===== src/rtl/seq_shifter_pkg.sv =====
// Shared types for the sequential one-bit-per-cycle shifter.
// Op code is {op2, op1}; counts saturate at MAX_SHIFT so a 6-bit counter never wraps.
package seq_shifter_pkg;

  localparam int MAX_SHIFT = 32;
  localparam int CNT_W     = 6;

  typedef enum logic [1:0] {
    SHLL    = 2'b00,
    SHRL    = 2'b01,
    SHRA    = 2'b10,
    INVALID = 2'b11
  } op_t;

  typedef enum logic [1:0] {
    IDLE  = 2'b00,
    SHIFT = 2'b01,
    DONE  = 2'b10
  } state_t;

  function automatic logic [CNT_W-1:0] sat_count(input logic [31:0] amt);
    if (amt >= 32'(MAX_SHIFT)) return CNT_W'(MAX_SHIFT);
    return amt[CNT_W-1:0];
  endfunction

endpackage


===== src/rtl/shift_step.sv =====
// Combinational single-bit shift step: left, logical right or arithmetic right.
// Zero latency, no flow control; invalid op yields zero.
module shift_step
  import seq_shifter_pkg::*;
(
  input  op_t         op,
  input  logic [31:0] din,
  output logic [31:0] dout
);

  always_comb begin
    dout = '0;
    case (op)
      SHLL:    dout = {din[30:0], 1'b0};
      SHRL:    dout = {1'b0, din[31:1]};
      SHRA:    dout = {din[31], din[31:1]};
      default: dout = '0;
    endcase
  end

endmodule


===== src/rtl/seq_shifter.sv =====
// Sequential shifter: one bit per cycle, done at T+N+1 (T+1 for N=0 or invalid op).
// start is ignored while busy; res holds from done until the next result is produced.
module seq_shifter
  import seq_shifter_pkg::*;
(
  input  logic        clk,
  input  logic        rst,
  input  logic        start,
  input  logic [31:0] a,
  input  logic [31:0] shiftamt,
  input  logic        op1,
  input  logic        op2,
  output logic        busy,
  output logic        done,
  output logic [31:0] res
);

  state_t           state;
  op_t              op_q;
  logic [CNT_W-1:0] count;
  logic [31:0]      work;
  logic [31:0]      step_out;
  op_t              op_in;
  logic [CNT_W-1:0] n_in;

  assign op_in = op_t'({op2, op1});
  assign n_in  = sat_count(shiftamt);

  shift_step u_step (
    .op   (op_q),
    .din  (work),
    .dout (step_out)
  );

  always_ff @(posedge clk) begin
    if (rst) begin
      state <= IDLE;
      op_q  <= SHLL;
      count <= '0;
      work  <= '0;
      busy  <= 1'b0;
      done  <= 1'b0;
      res   <= '0;
    end else begin
      case (state)
        IDLE: begin
          if (start) begin
            op_q  <= op_in;
            work  <= (op_in == INVALID) ? 32'h0 : a;
            count <= n_in;
            busy  <= 1'b1;
            // Nothing to shift: publish the (possibly zeroed) operand next cycle.
            if (op_in == INVALID || n_in == '0) begin
              state <= DONE;
              done  <= 1'b1;
              res   <= (op_in == INVALID) ? 32'h0 : a;
            end else begin
              state <= SHIFT;
            end
          end
        end
        SHIFT: begin
          work  <= step_out;
          count <= count - CNT_W'(1);
          if (count == CNT_W'(1)) begin
            state <= DONE;
            done  <= 1'b1;
            res   <= step_out;
          end
        end
        DONE: begin
          done  <= 1'b0;
          busy  <= 1'b0;
          state <= IDLE;
        end
        default: state <= IDLE;
      endcase
    end
  end

endmodule


===== config.mk =====
export PLATFORM = sky130hd
export DESIGN_NAME = seq_shifter
export DESIGN_NICKNAME = d
export VERILOG_FILES = /design/src/rtl/seq_shifter_pkg.sv /design/src/rtl/shift_step.sv /design/src/rtl/seq_shifter.sv
export SDC_FILE = /design/constraint.sdc
export NUM_CORES = 1
export LEC_CHECK = 0
export ABC_AREA = 0
export CORE_ASPECT_RATIO = 0.5
export CORE_MARGIN = 4
export CORE_UTILIZATION = 40
export DETAILED_ROUTE_END_ITERATION = 6
export PLACE_DENSITY = 0.68
export SLEW_MARGIN = 20
export SYNTH_ARGS = -nofsm -noshare
export SYNTH_HDL_FRONTEND = slang
export SYNTH_SLANG_ARGS = --single-unit

===== constraint.sdc =====
create_clock -name clk -period 2.65 [get_ports clk]
set_input_delay 0.53 -clock clk [delete_from_list [all_inputs] [get_ports clk]]
set_output_delay 0.53 -clock clk [all_outputs]
set_load 0.01 [all_outputs]

==> impl_results.md <==
- Status: finished, final reports clean
- FF-to-FF End: res[0]$_SDFFE_PP0P_
- Clock latency on the worst-skew pair: 330 ps
- Leakage Power: between 0.002 and 0.0025 µW
- CP Max Fanout: 23
- Global-route wire length before repair: between 15000 and 20000 µm
- CTS Buffer Depth: 2
- Compound-Gate Fraction of Synth Area: 35.5%
- CTS tree: yes
- Setup violations, final: 0
- Cell taking the most area after synthesis: dfxtp_1
- Drt first pass iters: 4
- Final min period: ~2300 ps
- Maxcap violations: 0
- Final wirelength: 11000 µm
- Post-synth top area share: between 30% and 40%
- Critical-path cell list: clkdlybuf4s50_1, nor4_1, nand4_1, nor4_4, buf_4, o211a_1, a211oi_1
- Cell with the most instances after synthesis: dfxtp_1
- Path depth of the worst reg2reg path: 5
- DRT met1 WL: roughly 5300 µm
- CTS sink count: 76
- Ports: about 100
- Syn Inst Count: approximately 440
- ANT nets after route: 0
- Fillers: between 800 and 900
- Post-route setup slack: 318 ps
- Flop2flop setup slack: around 650 ps
- Post-Synth XOR/XNOR Area: 0.421%
- Routed WL per cell: ~16 µm
- P per Cell Area: 651 mW/mm²
- DIE AREA: 0.0114 mm²
- Clock transition at the registers of the reported paths: around 60 ps
- Final instance area: around 0.0054 mm²
- Largest family of logic cells by synthesized area: compound AO/OA/AOI/OAI gates
- Nets: roughly 600
- Critical Path AT: ~2500 ps
- Number of buffers added on ports: 102
- CTS resizes: 0
- Pre-CTS WS: -42.6 ps
- Max-slew headroom: 38.7%
- Critical path depth: 7
- CP bufs+invs: 2
- Via density: 5.46
- Crit-path leading delay family: simple AND/OR/NAND/NOR gates
- Synth Area per Inst: 8.72 µm²
- Peak VDD IR: 0.337 mV
- Layout cells sized above 1: a little under a tenth
- Crit start category: input port
- Synth Area in Simple Gates: approximately 14%
- Most instantiated cells after synthesis: dfxtp_1, a211oi_1, nor2_1, inv_1, clkbuf_1
- Slew Viols, Final: 0
- Met3 WL: 814 µm
- Fmax: 0.429 GHz
- CTS Hold Bufs: 0
- Num rows: 25
- Syn Nets: ~510
- Area after DPL: between 0.005 and 0.006 mm²
- Final core utilization: a little under three fifths
- N_diodes: 0
- Worst Path Required: 2860 ps
- Die span in x: between 100 and 150 µm
- Max stage delay on crit path: between 400 and 500 ps
- Initial antenna violation count: 0
- Post-synth top flop: dfxtp_1
- Crit. End Element: register
- Unrepaired setup endpoints after global routing: no
- Cell variety after synth: 44
- Post-Synth Adder-Cell Area: less than 1%
- DRC viols: 0
- Clk_skew: about 8.2 ps
- Setup Fix Bufs, Post-CTS: 0
- CP Class: input port to register
- Yosys Warn Count: 0
- Starting density of the core: between 40 and 50%
- Grt total ovfl: 0
- Hold Crit Class: register to register
- Crit path to: res[22]$_SDFFE_PP0P_
- Final hold violations: 0
- Mux share of post-synthesis cell area: 2.20%
- Number of synthesized flops with an enable pin: 0
- Final HPWL from detailed placement: between 7000 and 8000 µm
- Crit-path slowest cell: nor4_4
- Synth top area cells: dfxtp_1, a211oi_1, o211a_1
- Worst-margin pin slew: about 920 ps
- Met2 wire len: around 4800 µm
- Worst R2R Start: op_q[1]$_SDFFE_PP0P_
- Synth Cell Area: between 0.003 and 0.004 mm²
- Largest net degree at the start of global routing: 77
- Area Overhead vs Synth: 39.1%
- Synth Register Bits: 76
- Placeable Area: 0.00942 mm²
- Routability congestion estimate from global placement: 0.845
- Num CTS Buffers: 9
- Vias: ~3700
- Seq/Total Area, Yosys: between 30% and 40%
- Period utilisation layout: roughly nine tenths
- Vias in the first global route: around 3600
- Die Height: 77.5 µm
- Crit path launch: shiftamt[19]
- Post-synth ARST share: 0%
- H-tree depth: 3
- Highest Signal Layer: met4
- DRT iter0 DRCs: 324
- Root buffer cell: clkbuf_16
- Tot GR Track Use: between 10% and 20%
flip-flops by register name (all words and copies together) (netlist names):
register	count
res	32
work	32
count	6
op_q	2
state	2
busy	1
done	1
worst min-delay path, cell delays in order, from the launching register on:
cell      delay, ps
dfxtp_1         310
inv_1            50
a211oi_1         50
through the flow:
stage	std cells	power, µW	hold WS (ps)	setup TNS, ps
after floorplan	443	1920	441	0
after global placement	657	2300	439	0
after detailed placement	657	2310	440	-725
after CTS	673	3520	451	0
after global routing	673	3670	470	0
final	673	3500	450	0
worst min path at each step:
stage          slack, ps  cells after the start                  start                    end
2_1_floorplan        440                      2  work[25]$_SDFFE_PP0P_  work[25]$_SDFFE_PP0P_
3_3_place_gp         440                      2    res[6]$_SDFFE_PP0P_    res[6]$_SDFFE_PP0P_
3_5_place_dp         440                      2    res[5]$_SDFFE_PP0P_    res[5]$_SDFFE_PP0P_
4_1_cts              450                      2    res[5]$_SDFFE_PP0P_    res[5]$_SDFFE_PP0P_
5_1_grt              470                      2   res[11]$_SDFFE_PP0P_   res[11]$_SDFFE_PP0P_
6_report             450                      2    res[9]$_SDFFE_PP0P_    res[9]$_SDFFE_PP0P_
placed cells by master, fill, tap and decap left out, types with 4 or more instances in the layout:
cell,n
mux2i_1,4
nor3_1,6
and2_1,5
a221oi_2,5
nor2b_1,7
clkdlybuf4s50_1,101
o211a_1,23
a221oi_1,8
a211o_1,6
a22o_1,18
a211oi_1,52
nand2_1,21
nor2_1,44
a32o_1,5
a22oi_1,23
nand2b_1,7
a21oi_1,14
o21ai_0,4
inv_1,37
buf_12,5
nor4_1,7
dfxtp_1,76
buf_4,12
clkbuf_16,9
mux2_2,4
metal layers:
metal | global-route usage [%] | vias to the layer above
met3 | 5.48 | 10
li1 | - | 1842
met2 | 29.3 | 126
met5 | 0 | -
met1 | 27.0 | 1695
met4 | 5.02 | 0
kinds of logic (layout without fill, tap and decap cells):
kind of cell	after synthesis	in the layout
buffers and inverters	77	172
muxes	8	8
DFF	76	76
AOI/OAI and AO/OA	169	169
xor gates and xnor gates	1	1
adders and majority gates	2	2
and+or+nand+nor	110	110
power breakdown:
part	internal (µW)	total, µW	switching [µW]
registers	1270	1370	97.3
logic	460	918	458
clock network	729	1210	477
total	2460	3500	1030
cell type report:
class / count / area (µm²) / share of cell area (%)
tap: 135 / 169 / 3.14
clock inverter: 6 / 65.1 / 1.21
sequential: 76 / 1520 / 28.3
timing repair buffer: 119 / 1210 / 22.5
clock buffer: 10 / 229 / 4.26
inverter: 37 / 139 / 2.59
multi-input combinational: 290 / 2040 / 38.0
Power figures use the tool's default switching activity.
